--- src/rtl/bus_pkg.sv ---
// Shared bus definitions for the pipeline memory stage and the Avalon-style data bus.
package bus_pkg;
  localparam int DATA_W  = 16;
  localparam int ADDR_W  = 16;
  localparam int DEV_MSB = 15;
  localparam int DEV_LSB = 12;

  localparam logic [3:0] DEV_MEM = 4'h0;
  localparam logic [3:0] DEV_FP  = 4'h1;

  localparam logic [DATA_W-1:0] ERR_DATA = 16'hDEAD;

  typedef enum logic [1:0] {IDLE, REQ, RDWAIT} state_e;
endpackage

--- src/rtl/mem_access_unit.sv ---
// Single-outstanding bus master between the pipeline memory stage and the data bus.
// Optional Waitreq watchdog enabled by defining MEM_TIMEOUT_EN.
module mem_access_unit
  import bus_pkg::*;
#(
  parameter int READ_LATENCY   = 1,
  parameter int NUM_DEVICES    = 2,
  parameter int TIMEOUT_CYCLES = 64
) (
  input  logic              Clock,
  input  logic              Resetn,
  input  logic              MemRead,
  input  logic              MemWrite,
  input  logic [ADDR_W-1:0] Addr,
  input  logic [DATA_W-1:0] StoreData,
  input  logic [2:0]        DestReg,
  output logic              Stall,
  output logic              LoadValid,
  output logic [DATA_W-1:0] LoadData,
  output logic [2:0]        LoadDest,
  output logic              BusErr,
  output logic              ReadData,
  output logic              WriteData,
  output logic [ADDR_W-1:0] DataAddr,
  output logic [DATA_W-1:0] BusIn,
  input  logic [DATA_W-1:0] BusOut,
  input  logic              Waitreq
);
  localparam int          CNT_W   = (READ_LATENCY > 1) ? $clog2(READ_LATENCY) : 1;
  localparam logic [4:0]  DEV_LIM = 5'(NUM_DEVICES);

  state_e              state_q, state_d;
  logic                is_rd_q, is_rd_d, unmapped_q, unmapped_d;
  logic                rd_q, rd_d, wr_q, wr_d, stall_q, stall_d, lv_q, lv_d;
  logic [ADDR_W-1:0]   addr_q, addr_d;
  logic [DATA_W-1:0]   bin_q, bin_d, ld_q, ld_d;
  logic [2:0]          dest_q, dest_d, ldest_q, ldest_d;
  logic [CNT_W-1:0]    cnt_q, cnt_d;
`ifdef MEM_TIMEOUT_EN
  localparam int       WD_W = $clog2(TIMEOUT_CYCLES + 1);
  logic [WD_W-1:0]     wd_q, wd_d;
  logic                berr_q, berr_d;
`endif

  always_comb begin
    state_d    = state_q;
    is_rd_d    = is_rd_q;
    unmapped_d = unmapped_q;
    rd_d       = rd_q;
    wr_d       = wr_q;
    stall_d    = stall_q;
    lv_d       = 1'b0;
    addr_d     = addr_q;
    bin_d      = bin_q;
    ld_d       = ld_q;
    dest_d     = dest_q;
    ldest_d    = ldest_q;
    cnt_d      = cnt_q;
`ifdef MEM_TIMEOUT_EN
    wd_d       = wd_q;
    berr_d     = berr_q;
`endif
    unique case (state_q)
      IDLE: if (MemRead || MemWrite) begin
        // Read wins a simultaneous read/write; unmapped targets never see a strobe.
        state_d    = REQ;
        is_rd_d    = MemRead;
        unmapped_d = !({1'b0, Addr[DEV_MSB:DEV_LSB]} < DEV_LIM);
        rd_d       = MemRead && !unmapped_d;
        wr_d       = !MemRead && !unmapped_d;
        stall_d    = 1'b1;
        addr_d     = Addr;
        bin_d      = MemRead ? '0 : StoreData;
        dest_d     = DestReg;
`ifdef MEM_TIMEOUT_EN
        wd_d       = '0;
`endif
      end
      REQ: begin
        if (unmapped_q || !Waitreq) begin
          rd_d = 1'b0;
          wr_d = 1'b0;
          if (is_rd_q) begin
            state_d = RDWAIT;
            cnt_d   = CNT_W'(READ_LATENCY - 1);
          end else begin
            state_d = IDLE;
            stall_d = 1'b0;
          end
        end
`ifdef MEM_TIMEOUT_EN
        else if (wd_q == WD_W'(TIMEOUT_CYCLES - 1)) begin
          rd_d    = 1'b0;
          wr_d    = 1'b0;
          berr_d  = 1'b1;
          state_d = IDLE;
          stall_d = 1'b0;
          if (is_rd_q) begin
            lv_d    = 1'b1;
            ld_d    = ERR_DATA;
            ldest_d = dest_q;
          end
        end else begin
          wd_d = wd_q + 1'b1;
        end
`endif
      end
      RDWAIT: begin
        if (cnt_q != '0) begin
          cnt_d = cnt_q - 1'b1;
        end else begin
          lv_d    = 1'b1;
          ld_d    = unmapped_q ? '0 : BusOut;
          ldest_d = dest_q;
          state_d = IDLE;
          stall_d = 1'b0;
        end
      end
      default: state_d = IDLE;
    endcase
  end

  always_ff @(posedge Clock or negedge Resetn) begin
    if (!Resetn) begin
      state_q    <= IDLE;
      is_rd_q    <= 1'b0;
      unmapped_q <= 1'b0;
      rd_q       <= 1'b0;
      wr_q       <= 1'b0;
      stall_q    <= 1'b0;
      lv_q       <= 1'b0;
      addr_q     <= '0;
      bin_q      <= '0;
      ld_q       <= '0;
      dest_q     <= '0;
      ldest_q    <= '0;
      cnt_q      <= '0;
`ifdef MEM_TIMEOUT_EN
      wd_q       <= '0;
      berr_q     <= 1'b0;
`endif
    end else begin
      state_q    <= state_d;
      is_rd_q    <= is_rd_d;
      unmapped_q <= unmapped_d;
      rd_q       <= rd_d;
      wr_q       <= wr_d;
      stall_q    <= stall_d;
      lv_q       <= lv_d;
      addr_q     <= addr_d;
      bin_q      <= bin_d;
      ld_q       <= ld_d;
      dest_q     <= dest_d;
      ldest_q    <= ldest_d;
      cnt_q      <= cnt_d;
`ifdef MEM_TIMEOUT_EN
      wd_q       <= wd_d;
      berr_q     <= berr_d;
`endif
    end
  end

  assign Stall     = stall_q;
  assign LoadValid = lv_q;
  assign LoadData  = ld_q;
  assign LoadDest  = ldest_q;
  assign ReadData  = rd_q;
  assign WriteData = wr_q;
  assign DataAddr  = addr_q;
  assign BusIn     = bin_q;
`ifdef MEM_TIMEOUT_EN
  assign BusErr    = berr_q;
`else
  assign BusErr    = 1'b0;
`endif
endmodule

--- config.mk ---
export PLATFORM = sky130hd
export DESIGN_NAME = mem_access_unit
export DESIGN_NICKNAME = d
export VERILOG_FILES = /design/src/rtl/bus_pkg.sv /design/src/rtl/mem_access_unit.sv
export SDC_FILE = /design/constraint.sdc
export NUM_CORES = 1
export LEC_CHECK = 0
export BUFFER_PORTS_ARGS = -buffer_cell sky130_fd_sc_hd__buf_2
export CORE_UTILIZATION = 47
export DETAILED_ROUTE_END_ITERATION = 8
export GPL_TIMING_DRIVEN = 0
export PLACE_DENSITY = 0.76
export REMOVE_ABC_BUFFERS = 1
export SLEW_MARGIN = 20
export SYNTH_ARGS = -nofsm -noshare
export SYNTH_HDL_FRONTEND = slang
export SYNTH_SLANG_ARGS = --single-unit
--- constraint.sdc ---
create_clock -name Clock -period 2.1 [get_ports Clock]
set_input_delay 0.42 -clock Clock [delete_from_list [all_inputs] [get_ports Clock]]
set_output_delay 0.42 -clock Clock [all_outputs]
set_load 0.01 [all_outputs]
==> impl_metrics.yaml, run 1 <==
critical_path:
  start_kind: "flip-flop"
  worstSetupPathType: "flip-flop to flip-flop"
  critPathMaxFanout: 9
  crit_buf_inv: 1
  crit_chain: "inv_1, ha_1, or3b_4, nand2_4, mux2_4"
  slowest_delay_ns: 0.44
  worstSetupEndpointType: "flip-flop"
  arrival_ns: 2.06
  critPathRequiredTime_ns: 2.32
  cp_top_family: "simple AND/OR/NAND/NOR gates"
  slowest_stage: "or3b_4"
floorplanning:
  fp.dieW_um: 75.79
  num_io_pins: 112
  core.rowCount: 26
  start_util_pct: 49.47
  die-area_um2: 5743
  coreArea_um2: 5172
  dieHeight_um: 75.79
run_status:
  outcome: "finished clean"
detailed_routing:
  drtAntennaViolNets: 0
  dr.pass1.iters: 4
  drc: 0
  drt_iter0_drc: 83
  num_vias: 1910
  viasPerCell: 4.681
  wl_per_cell_um: 12.50
  wirelength_mm: 5.102
timing:
  tightest_slew_ns: 0.7705
  slew_headroom_pct: 48.64
  drv_slew: 0
  finalSetupViolCount: 0
  hold_viol: 0
  fmax_mhz: 542.7
  rsz0062_at_grt: "false"
  setup_tns_ns: 0
  fin_crit_ns: 1.843
  layout_setup_ws_ns: 0.2572
  hold_slack_ns: 0.1576
  fin_skew_ns: 0.007479
  finalCritPeriodShare_pct: 87.75
synth:
  synth_top_area_cell: "dfrtp_1"
  synth_cell_type_count: 26
  synth.top_cell.area_share_pct: 60.64
  synthTopCellsByArea: "dfrtp_1 61%, mux2_2 10%, o21ai_0 6.3%"
  syn_area_um2: 2559
  syn_avg_cell_area_um2: 11.47
  syn_inst: 223
  synth_seq_area_share_pct: 60.64
  synth.ff_latch_count: 62
  yosys_warnings: 0
pwr:
  p_leak_nw: 1.732
  switching_share_pct: 33.19
  intPower_w: 0.003283
  p_per_area_nw_per_um2: 1446
  vdd_ir_drop_max_mv: 0.8945
  p_seq_share_pct: 40.2
  comb_power_share_pct: 36.4
  p_sw_w: 0.001631
  clkPwrFrac_pct: 23.4
clock_network:
  cts_root_buf: "clkbuf_8"
  cts_setup_buffers: 0
  clkSinkCount: 62
  cts_tree: "yes"
  clock_latency_ns: 0.33
  cts_max_level: 3
  cts_buffers: 9
  ctsHoldBuffers: 0
  ctsLongestPathBuffers: 2
  path_clk_slew_ns: 0.07
placed_design:
  post_dp_cell_area_um2: 3171
  pre_cts_slack_ns: -0.2016
  hpwlAfterDp_mm: 3.580
  portBuffers: 110
  place.gp.congestion: 0.7688
cells_and_area:
  antenna_cells: 0
  fin_area_um2: 3398
  drive_gt1_share_pct: 46.15
  finalNetCount: 393
  syn2layout_area_growth_pct: 32.81
grt:
  grt_pass1_wl_mm: 7.500
  antenna_found_initial: 0
  overflow: 0
  grt_pass1_vias: 1698
  grt_max_degree: 63
  grt_usage_pct: 18.03
worst_hold_path:
  hold_class: "input pin to asynchronous set/reset pin"
job:
  cap_viol_max_count: 0
-- sequential cells by signal, indices dropped and copies added, names as in the netlist --
register	count
dest_q	3
BusIn	16
unmapped_q	1
LoadData	16
ReadData	1
state_q	2
LoadDest	3
DataAddr	16
Stall	1
is_rd_q	1
LoadValid	1
WriteData	1
-- power by group through the flow --
stage	sequential, W	combinational (W)	clock (W)
6_report	0.00197	0.00179	0.00115
5_1_grt	0.00205	0.00200	0.00123
4_1_cts	0.00198	0.00182	0.00118
3_5_place_dp	0.00199	0.00181	0
3_3_place_gp	0.00196	0.00172	0
2_1_floorplan	0.00222	0.000800	0
-- layout by cell type, fill, tap and decap left out, types with 2 or more instances in the layout --
master / synthesis / layout
buf_2: 3 / 109
inv_1: 19 / 19
clkinvlp_4: 0 / 2
a211o_1: 2 / 2
dfrtp_1: 62 / 62
nand2_1: 33 / 33
clkinv_2: 0 / 2
o21ai_0: 32 / 32
bufinv_16: 0 / 2
nand3b_1: 3 / 3
nor3b_1: 2 / 2
ha_1: 4 / 3
clkbuf_8: 0 / 10
mux2_2: 23 / 23
nand2b_1: 17 / 17
or3_1: 2 / 2
mux2i_1: 2 / 2
-- kinds of logic (layout without fill, tap and decap cells) --
group                      count (synthesis)  in the layout  share of synthesized area [%]
buffers and inverters                     31            146                          5.281
muxes                                     26             26                          11.49
other                                      1              1                         0.1466
and+or+nand+nor                           63             63                          12.86
AOI/OAI and AO/OA                         36             36                          7.628
adders and majority gates                  4              4                          1.956
DFF                                       62             62                          60.64
-- final cells by class --
class,count,area [um^2]
Multi-Input combinational cell,130,884.6
Clock inverter,6,85.08
Tap cell,70,87.58
Timing Repair Buffer,111,580.6
Sequential cell,62,1551
Inverter,19,71.32
Clock buffer,10,137.6
Fill cell,430,1774
-- routing by layer --
layer	share of wire (%)	wire, um	up-vias	global-route usage, %
met3	4.2	216	11	4.497
met1	42	2148	902	21.27
li1	-	-	948	-
met4	2.3	119	0	11.73
met5	0	0	-	0
met2	51	2617	49	29.30
-- stage by stage --
stage	util, %	total power (W)	instances
after floorplan	-	0.003016	211
after global placement	60.57	0.003687	391
after detailed placement	61.30	0.003806	392
after CTS	65.65	0.004972	408
after global routing	65.70	0.005275	408
final	65.70	0.004914	408
-- worst paths after layout --
kind                       depth (start not counted)        from           to  slack [ns]
max in group asynchronous                          1      Resetn    BusIn[10]        1.42
setup / recovery                                   5  state_q[1]   state_q[0]        0.26
hold reg to reg                                    2    BusIn[2]     BusIn[2]        0.47
setup reg to reg                                   5  state_q[1]   state_q[0]        0.26
hold / removal                                     1      Resetn  DataAddr[7]        0.16
min in group Clock                                 3   BusOut[2]  LoadData[2]        0.29
-- worst register-to-register path, cell delays in order (launching register included) --
cell and delay (ns):
dfrtp_1 0.39, inv_1 0.13, ha_1 0.38, or3b_4 0.45, nand2_4 0.10, mux2_4 0.30
-- synth_stat cells --
library cell,number
dfrtp_1,62
nand2_1,33
o21ai_0,32
mux2_2,23
inv_1,19
nand2b_1,17
clkbuf_1,6
ha_1,4
buf_2,3
nand3b_1,3
a211o_1,2
buf_4,2
mux2i_1,2
nor3b_1,2
or3_1,2
a22o_1,1
buf_6,1
conb_1,1
mux2_4,1
nand2_4,1
nand4_1,1
nor2b_1,1
nor3_1,1
nor4b_1,1
o21ai_2,1
or3b_4,1
-- timing repair --
| action | CTS | global route |
|---|---|---|
| endpoints found under the setup margin | 14 | 14 |
| gates cloned | 0 | 0 |
| resized for setup | 1 | 1 |
Power figures use the tool's default switching activity.
==> run 2: changes to the inputs <==
--- a/config.mk
+++ b/config.mk
@@ -5,10 +5,12 @@
 export SDC_FILE = /design/constraint.sdc
 export NUM_CORES = 1
 export LEC_CHECK = 0
+export ABC_AREA = 1
 export BUFFER_PORTS_ARGS = -buffer_cell sky130_fd_sc_hd__buf_2
 export CORE_UTILIZATION = 47
 export DETAILED_ROUTE_END_ITERATION = 8
 export GPL_TIMING_DRIVEN = 0
+export MAX_ROUTING_LAYER = met4
 export PLACE_DENSITY = 0.76
 export REMOVE_ABC_BUFFERS = 1
 export SLEW_MARGIN = 20
==> impl_metrics.yaml, run 2 <==
pwr:
  finalPower_w: 0.005280
  vdd_ir_drop_max_mv: 0.6761
  comb_power_share_pct: 39.2
  switching_share_pct: 37.63
  p_seq_share_pct: 38.3
  clkPwrFrac_pct: 22.5
  p_sw_w: 0.001987
  p_per_area_nw_per_um2: 1570
  p_leak_nw: 1.914
  intPower_w: 0.003293
placed_design:
  place.gp.congestion: 0.7964
  hpwlAfterDp_mm: 3.668
  post_dp_cell_area_um2: 3127
  portBuffers: 110
synth:
  synth_top_area_cell: "dfrtp_1"
  synth-edff-count: 0
  async_flop_share_pct: 100.0
  yosys.area_share.adder_pct: 1.927
  synth.ff_latch_count: 62
  yosys_warnings: 0
  yosysMostFrequentCell: "nand2_1"
  synth.top_cell.area_share_pct: 59.73
  synth_ff_type: "dfrtp_1"
  syn_area_um2: 2597
  synth-compound-area-share_pct: 5.250
  syn_avg_cell_area_um2: 9.377
  synthMuxAreaShare_pct: 1.301
  synth_cell_type_count: 21
  synth-xor-area-share_pct: 0
  synth_simple_gate_area_share_pct: 23.22
  synthTopCellsByArea: "dfrtp_1 60%, nand2_1 14%, nand3_1 7.1%"
  synth_top_family_by_area: "simple AND/OR/NAND/NOR gates"
  syn_inst: 277
  synth_seq_area_share_pct: 59.73
  yosys-top-cells-count: "96 x nand2_1, 62 x dfrtp_1, 37 x nand3_1"
run_status:
  outcome: "finished clean"
grt:
  grt_pass1_vias: 1968
  grt_max_degree: 63
  overflow: 0
  grt_pass1_wl_mm: 8.997
  grt_usage_pct: 20.36
  antenna_found_initial: 0
clock_network:
  cts_buffers: 9
  cts_root_buf: "clkbuf_8"
  cts_setup_buffers: 0
  ctsHoldBuffers: 0
  cts_resized: 0
  clock_latency_ns: 0.32
  clkSinkCount: 62
  cts_max_level: 3
  path_clk_slew_ns: 0.07
  ctsLongestPathBuffers: 2
  cts_tree: "yes"
cells_and_area:
  antenna_cells: 0
  final_cell_mix: "109 x buf_2, 96 x nand2_1, 62 x dfrtp_1"
  syn2layout_area_growth_pct: 29.48
  layout_commonest_cell: "buf_2"
  drive_gt1_share_pct: 36.25
  fin_area_um2: 3363
  utilization_pct: 64.62
  finalNetCount: 444
critical_path:
  start_kind: "flip-flop"
  critPathMaxFanout: 40
  worstSetupEndpointType: "flip-flop"
  critPathRequiredTime_ns: 2.29
  r2r_slack_ns: 0.28
  worstSetupPathType: "flip-flop to flip-flop"
  arrival_ns: 2.01
floorplanning:
  coreArea_um2: 5205
  core.rowCount: 26
  fp.dieW_um: 76.34
  die-area_um2: 5828
  num_io_pins: 112
  dieHeight_um: 76.34
  start_util_pct: 49.90
detailed_routing:
  wirelength_mm: 5.464
  drt_iter0_drc: 141
  viasPerCell: 4.590
  drc: 0
  wl_per_cell_um: 11.90
  dr.pass1.iters: 4
  num_vias: 2107
  drtAntennaViolNets: 0
timing:
  finalSetupViolCount: 0
  slew_headroom_pct: 48.39
  setup_tns_ns: 0
  tightest_slew_ns: 0.7741
  fin_crit_ns: 1.822
  drv_slew: 0
  fmax_mhz: 548.8
  hold_viol: 0
  rsz0062_at_grt: "false"
  finalCritPeriodShare_pct: 86.76
  fin_skew_ns: 0.006068
worst_hold_path:
  hold_class: "input pin to asynchronous set/reset pin"
job:
  cap_viol_max_count: 0
run 2: changes by cell type in the layout (fill, tap and decap cells not counted), moves of 5 or more:
| cell | delta |
|---|---|
| inv_1 | +5 |
| mux2_2 | -20 |
| nand2_1 | +63 |
| nand2b_1 | -17 |
| nand3_1 | +37 |
| o21ai_0 | -14 |
run 2: cell type report:
type | count | area [um^2]
Fill cell | 474 | 1842
Tap cell | 70 | 87.58
Timing Repair Buffer | 110 | 553.0
Multi-Input combinational cell | 173 | 829.5
Clock inverter | 3 | 65.06
Clock buffer | 13 | 168.9
Sequential cell | 62 | 1551
Inverter | 28 | 107.6
run 2: through the flow:
stage          hold WS, ns  worst slack, ns  cells
2_1_floorplan       0.1244           0.4281    263
3_3_place_gp        0.4485           0.1363    443
3_5_place_dp        0.4538           0.1060    443
4_1_cts             0.1977          0.08308    459
5_1_grt             0.2362          0.05446    459
6_report            0.1693           0.2780    459
run 2: worst max-delay path: stages, from the launching register on:
cell and delay [ns]:
dfrtp_1 0.38, inv_1 0.13, ha_1 0.22, inv_2 0.09
nor2_8 0.41, inv_4 0.29, nand2_1 0.12, o21ai_1 0.06
run 2: worst paths after layout:
path,depth (start not counted),start,to
setup / recovery,7,state_q[0],is_rd_q
hold / removal,1,Resetn,DataAddr[2]
setup reg to reg,7,state_q[0],is_rd_q
hold reg to reg,2,DataAddr[0],DataAddr[0]
max in group asynchronous,1,Resetn,is_rd_q
min in group Clock,3,Addr[0],DataAddr[0]
run 2: power by group through the flow:
stage	registers, W	logic (W)	clock network [W]
2_1_floorplan	0.00227	0.00102	0
3_3_place_gp	0.00202	0.00205	0
3_5_place_dp	0.00203	0.00211	0
4_1_cts	0.00203	0.00211	0.00122
5_1_grt	0.00209	0.00234	0.00127
6_report	0.00202	0.00207	0.00119
run 2: layer usage:
metal	vias to the layer above	GRT usage [%]	share of wire (%)
met4	0	8.846	0.62
met1	961	24.66	46
met5	-	-	0
li1	1079	-	-
met3	2	3.952	4.9
met2	65	33.24	48
run 2: cell families after synthesis:
kind of cell / count (synthesis)
fa+ha+maj: 4
mux: 3
simple gates: 140
buf+inv: 42
compound gates: 25
other cells: 1
flops: 62
